**config.mk**
```make
export PLATFORM = sky130hd
export DESIGN_NAME = apb_gpio_arbiter_flat
export DESIGN_NICKNAME = d
export VERILOG_FILES = /design/src/rtl/apb_gpio_arbiter_if.sv /design/src/rtl/apb_gpio_arbiter.sv /design/src/flat_wrapper.sv
export SDC_FILE = /design/constraint.sdc
export NUM_CORES = 1
export LEC_CHECK = 0
export BUFFER_PORTS_ARGS = -buffer_cell sky130_fd_sc_hd__buf_4
export CORE_ASPECT_RATIO = 0.7
export CORE_MARGIN = 2
export CORE_UTILIZATION = 40
export DETAILED_ROUTE_END_ITERATION = 10
export HOLD_SLACK_MARGIN = 0.12
export PLACE_DENSITY = 0.67
export SYNTH_ARGS = -nofsm -noshare
export SYNTH_HDL_FRONTEND = slang
export SYNTH_SLANG_ARGS = --single-unit
```
**constraint.sdc**
```tcl
create_clock -name pclk -period 2 [get_ports pclk]
set_input_delay 0.1 -clock pclk [delete_from_list [all_inputs] [get_ports pclk]]
set_output_delay 0.1 -clock pclk [all_outputs]
set_load 0.005 [all_outputs]
```
**src/rtl/apb_gpio_arbiter_if.sv**
```systemverilog
// APB bus bundle between the GPIO requester arbiter (master) and the apb_gpio peripheral (slave).
interface apb_gpio_arbiter_if #(
  parameter int ADDRESS_WIDTH = 5,
  parameter int DATA_WIDTH    = 32
);
  logic [ADDRESS_WIDTH-1:0] paddr;
  logic                     psel;
  logic                     penable;
  logic                     pwrite;
  logic [DATA_WIDTH-1:0]    pwdata;
  logic                     pready;
  logic [DATA_WIDTH-1:0]    prdata;
  logic                     pslverr;

  modport master (
    output paddr, psel, penable, pwrite, pwdata,
    input  pready, prdata, pslverr
  );

  modport slave (
    input  paddr, psel, penable, pwrite, pwdata,
    output pready, prdata, pslverr
  );
endinterface

```
**src/rtl/apb_gpio_arbiter.sv**
```systemverilog
// Round-robin arbiter sharing one APB port (apb_gpio) between two req/done requesters.
// Optional ACCESS timeout abort is built only when APB_GPIO_ARB_TIMEOUT_EN is defined.
module apb_gpio_arbiter #(
  parameter int ADDRESS_WIDTH  = 5,
  parameter int DATA_WIDTH     = 32,
  parameter int TIMEOUT_CYCLES = 16
) (
  input  logic                     pclk,
  input  logic                     presetn,

  input  logic                     m0_req_i,
  input  logic                     m0_write_i,
  input  logic [ADDRESS_WIDTH-1:0] m0_addr_i,
  input  logic [DATA_WIDTH-1:0]    m0_wdata_i,
  output logic                     m0_done_o,
  output logic [DATA_WIDTH-1:0]    m0_rdata_o,
  output logic                     m0_err_o,

  input  logic                     m1_req_i,
  input  logic                     m1_write_i,
  input  logic [ADDRESS_WIDTH-1:0] m1_addr_i,
  input  logic [DATA_WIDTH-1:0]    m1_wdata_i,
  output logic                     m1_done_o,
  output logic [DATA_WIDTH-1:0]    m1_rdata_o,
  output logic                     m1_err_o,

  apb_gpio_arbiter_if.master       apb,

  output logic                     busy_o
);

  typedef enum logic [1:0] {IDLE, SETUP, ACCESS, RESP} state_t;

  state_t                   state;
  logic                     owner;
  logic                     last_grant;

  logic                     winner;
  logic [ADDRESS_WIDTH-1:0] sel_addr;
  logic                     sel_write;
  logic [DATA_WIDTH-1:0]    sel_wdata;
  logic                     timeout_hit;
  logic                     access_end;
  logic                     resp_err;
  logic                     take_rdata;

  // On a tie the requester that did not win last time gets the bus.
  always_comb begin
    winner = m1_req_i;
    if (m0_req_i && m1_req_i) begin
      winner = ~last_grant;
    end
    sel_addr  = winner ? m1_addr_i  : m0_addr_i;
    sel_write = winner ? m1_write_i : m0_write_i;
    sel_wdata = winner ? m1_wdata_i : m0_wdata_i;
  end

`ifdef APB_GPIO_ARB_TIMEOUT_EN
  localparam int CW = $clog2(TIMEOUT_CYCLES + 1);
  logic [CW-1:0] tcount;
  assign timeout_hit = !apb.pready && (tcount == CW'(TIMEOUT_CYCLES - 1));
`else
  logic unused_timeout;
  assign unused_timeout = ^TIMEOUT_CYCLES;
  assign timeout_hit    = 1'b0;
`endif

  // A timed-out access reports an error and leaves the read data untouched.
  assign access_end = apb.pready || timeout_hit;
  assign resp_err   = apb.pready ? apb.pslverr : 1'b1;
  assign take_rdata = apb.pready && !apb.pwrite;

  // The APB output registers double as the captured request fields for the transfer.
  always_ff @(posedge pclk or negedge presetn) begin
    if (!presetn) begin
      state       <= IDLE;
      owner       <= 1'b0;
      last_grant  <= 1'b1;
      busy_o      <= 1'b0;
      apb.psel    <= 1'b0;
      apb.penable <= 1'b0;
      apb.pwrite  <= 1'b0;
      apb.paddr   <= '0;
      apb.pwdata  <= '0;
      m0_done_o   <= 1'b0;
      m0_err_o    <= 1'b0;
      m0_rdata_o  <= '0;
      m1_done_o   <= 1'b0;
      m1_err_o    <= 1'b0;
      m1_rdata_o  <= '0;
`ifdef APB_GPIO_ARB_TIMEOUT_EN
      tcount      <= '0;
`endif
    end else begin
      case (state)
        IDLE: begin
          if (m0_req_i || m1_req_i) begin
            state       <= SETUP;
            owner       <= winner;
            last_grant  <= winner;
            busy_o      <= 1'b1;
            apb.psel    <= 1'b1;
            apb.penable <= 1'b0;
            apb.paddr   <= sel_addr;
            apb.pwrite  <= sel_write;
            apb.pwdata  <= sel_wdata;
`ifdef APB_GPIO_ARB_TIMEOUT_EN
            tcount      <= '0;
`endif
          end
        end

        SETUP: begin
          state       <= ACCESS;
          apb.penable <= 1'b1;
        end

        ACCESS: begin
          if (access_end) begin
            state       <= RESP;
            apb.psel    <= 1'b0;
            apb.penable <= 1'b0;
            apb.pwrite  <= 1'b0;
            apb.paddr   <= '0;
            apb.pwdata  <= '0;
            if (owner == 1'b0) begin
              m0_done_o <= 1'b1;
              m0_err_o  <= resp_err;
              if (take_rdata) begin
                m0_rdata_o <= apb.prdata;
              end
            end else begin
              m1_done_o <= 1'b1;
              m1_err_o  <= resp_err;
              if (take_rdata) begin
                m1_rdata_o <= apb.prdata;
              end
            end
          end
`ifdef APB_GPIO_ARB_TIMEOUT_EN
          else begin
            tcount <= tcount + 1'b1;
          end
`endif
        end

        RESP: begin
          state     <= IDLE;
          busy_o    <= 1'b0;
          m0_done_o <= 1'b0;
          m0_err_o  <= 1'b0;
          m1_done_o <= 1'b0;
          m1_err_o  <= 1'b0;
        end
      endcase
    end
  end

endmodule

```
**src/flat_wrapper.sv**
```systemverilog
// flat-port wrapper written by rule: the top's interface ports become plain ports
module apb_gpio_arbiter_flat 
#(
  parameter int ADDRESS_WIDTH  = 5,
  parameter int DATA_WIDTH     = 32,
  parameter int TIMEOUT_CYCLES = 16
)
  (pclk, presetn, m0_req_i, m0_write_i, m0_addr_i, m0_wdata_i, m0_done_o, m0_rdata_o, m0_err_o, m1_req_i, m1_write_i, m1_addr_i, m1_wdata_i, m1_done_o, m1_rdata_o, m1_err_o, busy_o, apb_paddr, apb_psel, apb_penable, apb_pwrite, apb_pwdata, apb_pready, apb_prdata, apb_pslverr);
  apb_gpio_arbiter_if #(.ADDRESS_WIDTH(ADDRESS_WIDTH), .DATA_WIDTH(DATA_WIDTH)) apb_i ();
  input  logic pclk;
  input  logic presetn;
  input  logic m0_req_i;
  input  logic m0_write_i;
  input  logic [ADDRESS_WIDTH-1:0] m0_addr_i;
  input  logic [DATA_WIDTH-1:0] m0_wdata_i;
  output logic m0_done_o;
  output logic [DATA_WIDTH-1:0] m0_rdata_o;
  output logic m0_err_o;
  input  logic m1_req_i;
  input  logic m1_write_i;
  input  logic [ADDRESS_WIDTH-1:0] m1_addr_i;
  input  logic [DATA_WIDTH-1:0] m1_wdata_i;
  output logic m1_done_o;
  output logic [DATA_WIDTH-1:0] m1_rdata_o;
  output logic m1_err_o;
  output logic busy_o;
  output wire logic [$bits(apb_i.paddr)-1:0] apb_paddr;
  output wire logic [$bits(apb_i.psel)-1:0] apb_psel;
  output wire logic [$bits(apb_i.penable)-1:0] apb_penable;
  output wire logic [$bits(apb_i.pwrite)-1:0] apb_pwrite;
  output wire logic [$bits(apb_i.pwdata)-1:0] apb_pwdata;
  input wire logic [$bits(apb_i.pready)-1:0] apb_pready;
  input wire logic [$bits(apb_i.prdata)-1:0] apb_prdata;
  input wire logic [$bits(apb_i.pslverr)-1:0] apb_pslverr;
  assign apb_paddr = apb_i.paddr;
  assign apb_psel = apb_i.psel;
  assign apb_penable = apb_i.penable;
  assign apb_pwrite = apb_i.pwrite;
  assign apb_pwdata = apb_i.pwdata;
  assign apb_i.pready = apb_pready;
  assign apb_i.prdata = apb_prdata;
  assign apb_i.pslverr = apb_pslverr;
  apb_gpio_arbiter #(.ADDRESS_WIDTH(ADDRESS_WIDTH), .DATA_WIDTH(DATA_WIDTH), .TIMEOUT_CYCLES(TIMEOUT_CYCLES)) u_core (.pclk(pclk), .presetn(presetn), .m0_req_i(m0_req_i), .m0_write_i(m0_write_i), .m0_addr_i(m0_addr_i), .m0_wdata_i(m0_wdata_i), .m0_done_o(m0_done_o), .m0_rdata_o(m0_rdata_o), .m0_err_o(m0_err_o), .m1_req_i(m1_req_i), .m1_write_i(m1_write_i), .m1_addr_i(m1_addr_i), .m1_wdata_i(m1_wdata_i), .m1_done_o(m1_done_o), .m1_rdata_o(m1_rdata_o), .m1_err_o(m1_err_o), .apb(apb_i), .busy_o(busy_o));
endmodule
```
==> impl_results.md, run 1 <==
* Status: finished, final reports clean
* Crit path required time at about 2300 ps
* Total inserted antenna cells at 0
* CTS Buf Count at 17
* Critical path type: in2reg
* Vias per std cell at between 4 and 5
* CP max stage delay at roughly 580 ps
* Largest net degree at the start of global routing at between 40 and 50
* GRT overflow at 0
* Worst Tran Pin Value at roughly 570 ps
* Arr. time, crit path at about 2200 ps
* IO Port Bufs at between 200 and 250
* Avg Cell Area, Syn at approximately 15 um2
* Final WS setup at a little over 80 ps
* Pre-CTS setup slack at 58.4 ps
* Cell breakdown of the critical path: dlygate4sd3_1, buf_4, a21boi_4, buf_12, mux2i_1, dlygate4sd3_1, o2bb2ai_1
* Via count at 4084
* VDD IR max at between 0.7 and 0.8 mV
* Initial Util at around two fifths
* Cell variety after synth at 31
* Crit share post-route at a little over nine tenths
* Dpl cells at 690
* Startpoint types: input pin
* Post-layout nets at ~800
* Final setup fails at 0
* Initial drt markers at 175
* Max cap viols at 0
* Max-slew headroom at between 60% and 70%
* Clock Latency Late Sink at approximately 400 ps
* Detailed-placement wirelength estimate at approximately 9000 um
* Drt pass-1 iters at 4
* Sum Neg Setup Slack at 0 ps
* CTS tree: done
* Number of global-route vias before repair at 4344
* CTS root buffer: clkbuf_16
* Hold Vio Cnt, Final at 0
* Post-synthesis cell count at around 320
* Synthesized area at about 0.0048 mm2
* I/O Pins at roughly 220
* Die Y-Extent at between 90 and 100 um
* Gp weighted congestion at 0.833
* Leakage power at 4.01 nW
* # H-tree levels at 4
* Hold Path Class: in2async
* Cell Rows at 33
* Clk buf depth at 2
* Synth Register Bits at 113
* Total track usage at approximately 22%
* Sequential fraction of the synthesis area at about three fifths
* Die area at 0.0129 mm2
* Post-layout min period at 1920 ps
* Final slew viol count at 0
* Worst-path fanout max at 19
* Worst path depth at 7
* Area growth, synth to finish at 77.4%
* Die Span X at 135 um
* P per Cell Area at about 1400 mW/mm2
* Drt total wl at 14400 um
* Util after Layout at between 70% and 80%
* Final non-filler cell total at 839
* FILL cells at a little under 800
* Layout Skew at between 8 and 9 ps
* Crit path max-delay family: buffers and inverters
* RSZ-0062 raised after global routing: no
* Worst Reg-to-Reg Cells at 6
* Slowest CP cell: dlygate4sd3_1
* Post-DRT Antenna Nets at 0
* Fmax at around 0.52 GHz
* Sink Count at about 110
* Initial antenna violation count at 0
* Routed len/inst at roughly 17 um
* WHS at ~220 ps
* Worst Path Buf+Inv at 4
* Worst Setup End Kind: flip-flop
* CTS clk-pin slew, worst paths at roughly 60 ps
* Core area at 0.0117 mm2
* Most used cell, CP: dlygate4sd3_1
* Syn. warnings at 0
* Drt drc at 0
* Mapped Nets at 440
* Share of layout cells above drive strength 1 at between 50% and 60%
* First-pass GRT wire length at around 22000 um
==> synth_stat cells <==
cell type,instances,share of area (%)
nor2_1,1,0.078
mux2_1,3,0.71
dfstp_2,1,0.55
nor3_2,1,0.21
mux2i_1,38,8.0
a21oi_1,6,0.63
nor2b_1,2,0.26
o32a_1,1,0.21
or3b_4,1,0.24
a22o_1,1,0.18
o211ai_2,1,0.26
buf_2,7,0.73
mux2_2,63,15
a211oi_1,1,0.16
inv_1,3,0.24
o2bb2ai_1,43,7.9
nand2b_1,1,0.13
dfrtp_1,112,59
buf_6,6,1.4
and2_1,1,0.13
a21boi_1,1,0.16
o2111ai_2,1,0.31
a32oi_1,2,0.37
nand3_1,1,0.10
o21ai_0,2,0.21
buf_4,5,0.79
nand4b_1,1,0.18
nand2_1,3,0.24
or2_2,2,0.26
a31oi_1,1,0.13
ha_1,7,1.8
==> flip-flops by register name, indices dropped and copies added, names as in the netlist <==
| name | cells |
|---|---|
| u_core.m1_rdata_o | 32 |
| u_core.m0_done_o | 1 |
| u_core.m1_err_o | 1 |
| u_core.apb.pwrite | 1 |
| u_core.apb.pwdata | 32 |
| u_core.state | 2 |
| u_core.busy_o | 1 |
| u_core.m1_done_o | 1 |
| u_core.owner | 1 |
| u_core.m0_rdata_o | 32 |
| u_core.apb.psel | 1 |
| u_core.apb.paddr | 5 |
| u_core.apb.penable | 1 |
| u_core.m0_err_o | 1 |
| u_core.last_grant | 1 |
==> kinds of logic (layout without fill, tap and decap cells) <==
family | count (synthesis) | after routing | share of synthesized area (%)
AO/OA/AOI/OAI | 60 | 60 | 10.5
buffers and inverters | 21 | 384 | 3.17
adder cells (fa/ha/maj) | 7 | 7 | 1.83
AND/OR/NAND/NOR | 14 | 14 | 1.83
flip-flops | 113 | 113 | 59.2
multiplexers | 104 | 104 | 23.5
==> per-layer routing <==
| metal | share of wire (%) | GRT usage [%] | routed length, um | vias up |
|---|---|---|---|---|
| met1 | 42 | 27.6 | 6100 | 2023 |
| met3 | 5.1 | 6.43 | 727 | 27 |
| met4 | 1.9 | 9.56 | 272 | 0 |
| li1 | - | - | - | 1901 |
| met2 | 51 | 37.5 | 7280 | 133 |
| met5 | 0 | 0 | 0 | - |
==> final cells by class <==
type                            count  area (um2)  share of cell area, %
Timing Repair Buffer              349        3010                   35.5
Sequential cell                   113        2830                   33.4
Multi-Input combinational cell    185        1840                   21.7
Clock buffer                       18         439                   5.18
Tap cell                          157         196                   2.32
Clock inverter                     14         154                   1.81
Inverter                            3        11.3                  0.133
==> final timing paths <==
path                                            start               endpoint  slack (ps)
worst max-delay path                         m0_req_i  u_core.apb.pwdata[12]          80
worst min-delay path                          presetn  u_core.m0_rdata_o[14]         220
worst max register to register        u_core.state[0]  u_core.apb.pwdata[14]          90
worst min register to register  u_core.apb.pwdata[25]  u_core.apb.pwdata[25]         490
max in group asynchronous                     presetn      u_core.last_grant        1080
min in group pclk                       apb_prdata[1]   u_core.m1_rdata_o[1]         480
==> metrics by stage <==
step / total power, mW / cell area, um2
2_1_floorplan: 6.33 / 4780
3_3_place_gp: 8.71 / 6700
3_5_place_dp: 8.86 / 6700
4_1_cts: 12.2 / 8440
5_1_grt: 12.9 / 8480
6_report: 12.2 / 8480
==> timing repair <==
action | in CTS | in global routing
setup buffers | 0 | 2
endpoints found under the setup margin | 0 | 67
hold buffers | 114 | 0
endpoints found under the hold margin | 149 | 0
resized for setup | 0 | 3
==> cells in the final DEF (no fill, tap or decap), drive strengths merged, types with 2 or more instances in the layout <==
master	synthesis	layout
clkinv	0	5
mux2i	38	38
inv	3	7
nor2b	2	2
nand2	3	3
a32oi	2	2
clkinvlp	0	3
bufinv	0	2
clkbuf	0	19
buf	18	234
dlygate4sd3	0	114
or2	2	2
a21oi	6	6
mux2	66	66
o21ai	2	2
ha	7	7
o2bb2ai	43	43
dfrtp	112	112
==> power by group <==
part | internal, mW | switching, mW | leakage [nW] | total [mW]
Combinational | 3.03 | 2.02 | 2.34 | 5.05
Clock | 1.88 | 1.11 | 0.284 | 2.99
Sequential | 3.42 | 0.700 | 1.39 | 4.12
Power figures use the tool's default switching activity.
==> inputs of run 2 (changes only) <==
CAP_MARGIN = 20   (was default)
CORE_MARGIN = default   (was 2)
==> impl_results.md, run 2 (same netlist as run 1, synthesis figures left out) <==
* Crit path required time at about 2300 ps
* Hold Path Class: in2async
* Routed len/inst at about 17 um
* Worst-path fanout max at 39
* Worst Tran Pin Value at 598 ps
* Max layer used: met4
* Gp weighted congestion at 0.748
* GRT overflow at 0
* Hold Vio Cnt, Final at 0
* Drt total wl at between 10000 and 15000 um
* Commonest non-fill, non-tap cell in the layout: buf_4
* Drt drc at 0
* Worst Reg-to-Reg Cells at 5
* Sum Neg Setup Slack at 0 ps
* CTS clk-pin slew, worst paths at around 50 ps
* P per Cell Area at about 1500 mW/mm2
* Fin area at 0.00845 mm2
* Met1 Routed Length at just under 6000 um
* Core area at ~0.011 mm2
* Layout Skew at 10.5 ps
* Max-slew headroom at between 60 and 70%
* Arr. time, crit path at 2200 ps
* Worst reg2reg path endpoint: u_core.apb.pwdata[30]
* Area growth, synth to finish at 76.8%
* Status: finished, final reports clean
* CTS root buffer: clkbuf_16
* Cell Rows at 32
* Total track usage at 24.1%
* RSZ-0062 raised after global routing: no
* Initial Util at 42.2%
* Detailed-placement wirelength estimate at between 8000 and 9000 um
* First-pass GRT wire length at 23000 um
* Area after DPL at between 0.006 and 0.007 mm2
* Post-layout min period at between 1500 and 2000 ps
* Crit share post-route at a little over nine tenths
* Startpoint types: input pin
* Reg2reg start: u_core.last_grant
* CTS tree: done
* Largest net degree at the start of global routing at ~110
* Clk buf depth at 2
* Max cap viols at 0
* Final setup fails at 0
* Crit path to: u_core.apb.pwdata[30]
* # H-tree levels at 4
* Clock Latency Late Sink at about 400 ps
* Drt pass-1 iters at 4
* Post-DRT Antenna Nets at 0
* Share of layout cells above drive strength 1 at slightly below 50%
* Final Power at around 12 mW
* Seq. cell area at between 0.002 and 0.003 mm2
* FILL cells at between 700 and 800
* IO Port Bufs at roughly 220
* Largest registers: u_core.apb.pwdata (32), u_core.m0_rdata_o (32), u_core.m1_rdata_o (32)
* Die Span X at approximately 130 um
* R2R setup slack at roughly 90 ps
* Fmax at around 0.52 GHz
* Final slew viol count at 0
* I/O Pins at around 220
* Post-layout nets at roughly 780
* Die area at around 0.012 mm2
* Area of the multi-input gates at approximately 0.0018 mm2
* Sink Count at about 110
* Most frequent cells in the layout: buf_4 (223), dlygate4sd3_1 (114), dfrtp_1 (112)
* Die Y-Extent at 93.5 um
* Via count at 4069
* CTS Buf Count at 17
* Detail Route met3 WL at approximately 660 um
* Vias per std cell at about 4.9
* Initial antenna violation count at 0
* Worst Setup End Kind: flip-flop
* Met2 WL post-DR at 7670 um
* Number of global-route vias before repair at approximately 4500
* VDD IR max at about 0.8 mV
* Postcts setup bufs at 0
* Leakage power at between 4 and 5 nW
* Total inserted antenna cells at 0
* Crit path launch: m1_req_i
* Initial drt markers at 140
* Critical path type: in2reg
-- run 2: cell types whose count changed in the layout (fill, tap and decap cells not counted), sizes merged --
cell,previous run,this run
buf,234,229
clkbuf,19,23
inv,7,3
bufinv,2,5
clkinv,5,3
clkinvlp,3,1
-- run 2: area by class of cell --
cell class	count	share of cell area [%]
clock inverters	9	2.09
clock buffers	23	5.77
multi-input cells	185	21.5
flip-flops and latches	113	33.5
inverters	3	0.133
repair buffers	343	34.7
well taps	153	2.26
-- run 2: worst min path at each step --
stage                        from                     to  depth (start not counted)  slack [ps]
final                     presetn  u_core.m1_rdata_o[12]                          3         330
after global routing      presetn  u_core.m1_rdata_o[12]                          3         380
after CTS                 presetn  u_core.m1_rdata_o[14]                          3         360
after detailed placement  presetn  u_core.m1_rdata_o[14]                          2         230
after global placement    presetn  u_core.m1_rdata_o[14]                          2         220
after floorplan           presetn    u_core.apb.paddr[0]                          0        -200
-- run 2: repair_timing --
action,in CTS,in global routing
endpoints found under the setup margin,0,32
hold buffers,114,0
resized for setup,0,1
hold endpoints to repair,220,0
-- run 2: per-layer routing --
metal,global-route usage [%],vias up
met5,0,-
met4,7.76,0
met3,6.56,17
met2,43.1,122
met1,28.2,2048
li1,-,1882
-- run 2: metrics by stage --
| stage | std cells | util, % | setup slack (ps) | hold WS [ps] |
|---|---|---|---|---|
| floorplan | 319 | - | 208 | -196 |
| global placement | 683 | 58.6 | 146 | 224 |
| detailed placement | 683 | 58.6 | 72.9 | 233 |
| CTS | 829 | 74.6 | 48.6 | 361 |
| global route | 829 | 74.6 | 12.3 | 377 |
| finish | 829 | 74.6 | 76.2 | 332 |
-- run 2: where the power goes --
group	leakage [nW]	internal (mW)	switching (mW)
Combinational	2.30	2.98	2.01
Clock	0.323	2.34	1.01
Sequential	1.39	3.42	0.697
-- run 2: worst max-delay path, cell delays in order --
cell           delay (ps)
dlygate4sd3_1         540
buf_4                 130
a21boi_4              190
buf_12                280
mux2i_1               260
dlygate4sd3_1         600
o2bb2ai_1              60
==> inputs of run 3 (changes only) <==
ABC_AREA = 1   (was default)
MAX_ROUTING_LAYER = met4   (was default)
PLACE_DENSITY = 0.66   (was 0.67)
==> impl_results.md, run 3 <==
* Status: finished, final reports clean
* Clk buf depth at 2
* Initial drt markers at 263
* Sink Count at between 100 and 150
* P per Cell Area at 1380 mW/mm2
* Share of layout cells above drive strength 1 at approximately 28%
* Total inserted antenna cells at 0
* CTS clk-pin slew, worst paths at ~50 ps
* Cell variety after synth at 17
* Final setup fails at 0
* Share of the synthesized area in the top cell type at between 50% and 60%
* Mapped Nets at between 700 and 800
* Drt pass-1 iters at 5
* Post-layout min period at around 1900 ps
* FILL cells at roughly 970
* Worst-path fanout max at 39
* Most frequent cells in the layout: nand2_1 (304), buf_4 (228), dfrtp_1 (112)
* Final slew viol count at 0
* Core area at 0.0125 mm2
* Drt drc at 0
* Layout Skew at 7.78 ps
* Arr. time, crit path at about 2200 ps
* I/O Pins at 223
* Post-synth ARST share at 100%
* Max cap viols at 0
* Area growth, synth to finish at 68.0%
* Leading area contributor after synthesis: dfrtp_1
* Worst Tran Pin Value at roughly 610 ps
* Detailed-placement wirelength estimate at 10600 um
* CTS tree: done
* Hold path depth at 3
* Flop pwr share at roughly a third
* Drt total wl at between 15000 and 20000 um
* Initial Util at 41.3%
* Comb pwr share at ~43%
* Die area at around 0.013 mm2
* Postcts setup bufs at 0
* Fmax at ~0.53 GHz
* Util after Layout at between 60% and 70%
* Sum Neg Setup Slack at 0 ps
* Leakage power at around 4.6 nW
* Vias per std cell at ~5
* Pint at between 7 and 8 mW
* Gp weighted congestion at around 0.84
* Largest registers: u_core.apb.pwdata (32), u_core.m0_rdata_o (32), u_core.m1_rdata_o (32)
* Cell Rows at 34
* Worst Setup End Kind: flip-flop
* Avg Cell Area, Syn at 7.97 um2
* Hold path endpoint: u_core.last_grant
* Clock Latency Late Sink at 410 ps
* Post-synth top cells: nand2_1 (304), dfrtp_1 (112), nand3_1 (80), o21ai_0 (73), buf_2 (21)
* Switching share of power at 36.7%
* Sequential fraction of the synthesis area at 55.0%
* Startpoint types: input pin
* Switch Pwr at about 4.4 mW
* IO Port Bufs at about 220
* CTS Buf Count at 17
* Largest net degree at the start of global routing at slightly above 60
* Synthesized area at 0.00515 mm2
* Most common cell in the netlist: nand2_1
* Commonest non-fill, non-tap cell in the layout: nand2_1
* VDD IR max at 0.806 mV
* Max-slew headroom at between 50 and 60%
* # H-tree levels at 4
* Routed len/inst at roughly 15 um
* Hold Vio Cnt, Final at 0
* Critical path type: in2reg
* Post-layout nets at around 1100
* Via count at ~5600
* Crit share post-route at 93.8%
* First-pass GRT wire length at 27200 um
* Post-synth EDFFs at 0
* Post-DRT Antenna Nets at 0
* Die Y-Extent at around 97 um
* CTS root buffer: clkbuf_16
* RSZ-0062 raised after global routing: no
* Initial antenna violation count at 0
* Total track usage at 27.0%
* Worst Reg-to-Reg Cells at 7
* Number of global-route vias before repair at 5636
* Synth Register Bits at between 100 and 150
* Worst reg2reg path endpoint: u_core.apb.pwdata[23]
* Die Span X at roughly 140 um
* R2R setup slack at roughly 120 ps
* Syn. warnings at 0
* Clk pwr share at about a quarter
* Synth top area cells: dfrtp_1 (54%), nand2_1 (22%), nand3_1 (7.8%)
* Post-synthesis cell count at approximately 650
* Post-synth top flop: dfrtp_1
* GRT overflow at 0
* Reg2reg start: u_core.last_grant
* Crit path required time at 2340 ps
* Hold Path Class: in2reg
* Hold Path Origin: m1_req_i
==> run 3: cell types whose count changed after synthesis, sizes merged, moves of 15 or more <==
cell,change
nand2,+301
nand3,+79
o21ai,+71
mux2,-66
o2bb2ai,-43
mux2i,-38
clkbuf,+15
==> run 3: worst max path at each step <==
stage          slack [ps]                     to         startpoint  cells past startpoint
5_1_grt                20    u_core.apb.paddr[0]  u_core.last_grant                      8
3_5_place_dp          190   u_core.m1_rdata_o[1]    u_core.state[0]                      6
6_report              120  u_core.apb.pwdata[23]           m0_req_i                      9
3_3_place_gp          300   u_core.m0_rdata_o[4]    u_core.state[0]                      6
4_1_cts                40    u_core.apb.paddr[0]  u_core.last_grant                      8
2_1_floorplan         510  u_core.apb.pwdata[10]    u_core.state[0]                      9
==> run 3: worst max-delay path, cell delays in order <==
cell and delay [ps]:
dlygate4sd3_1 550, buf_4 150, nand2_1 70, buf_4 380
nand3_1 140, nand2_1 100, dlygate4sd3_1 550, nand3_1 80
nand2_1 80
==> run 3: power groups by stage <==
stage	Clock [mW]	Sequential, mW	Combinational [mW]
2_1_floorplan	0	3.91	2.36
3_3_place_gp	0	3.86	4.72
3_5_place_dp	0	3.90	4.85
5_1_grt	3.07	4.01	5.78
4_1_cts	2.96	3.88	5.18
6_report	2.89	3.89	5.19
==> run 3: timing repair <==
action,4_1_cts,5_1_grt
hold buffers,111,0
hold endpoints to repair,149,0
setup endpoints to repair,0,45
resized for setup,0,3
==> run 3: metrics by stage <==
step | hold WS [ps] | cell area [um2] | total power, mW | worst slack, ps | instances
floorplan | -196 | 5150 | 6.26 | 509 | 646
global placement | 148 | 6960 | 8.59 | 300 | 998
detailed placement | 152 | 6960 | 8.75 | 185 | 998
CTS | 169 | 8640 | 12.0 | 40.0 | 1141
global route | 198 | 8650 | 12.9 | 20.4 | 1141
finish | 203 | 8650 | 12.0 | 124 | 1141
==> run 3: kinds of logic after synthesis <==
kind of cell | synth area share, %
fa+ha+maj | 1.70
flops | 55.0
simple gates | 30.8
compound gates | 7.32
buf+inv | 5.25
==> run 3: cell type report <==
| cell class | instances | area [um2] | area share [%] |
|---|---|---|---|
| clock buffer | 19 | 433 | 5.01 |
| sequential | 113 | 2830 | 32.7 |
| tap | 162 | 203 | 2.34 |
| multi-input combinational | 476 | 2050 | 23.7 |
| timing repair buffer | 346 | 2950 | 34.1 |
| clock inverter | 13 | 138 | 1.59 |
| inverter | 12 | 45.0 | 0.521 |
==> run 3: metal layers <==
layer	up-vias	GRT usage, %	wire, um
met5	-	-	0
li1	2714	-	-
met1	2644	32.3	6920
met3	46	5.56	961
met2	206	43.4	8350
met4	0	12.2	511
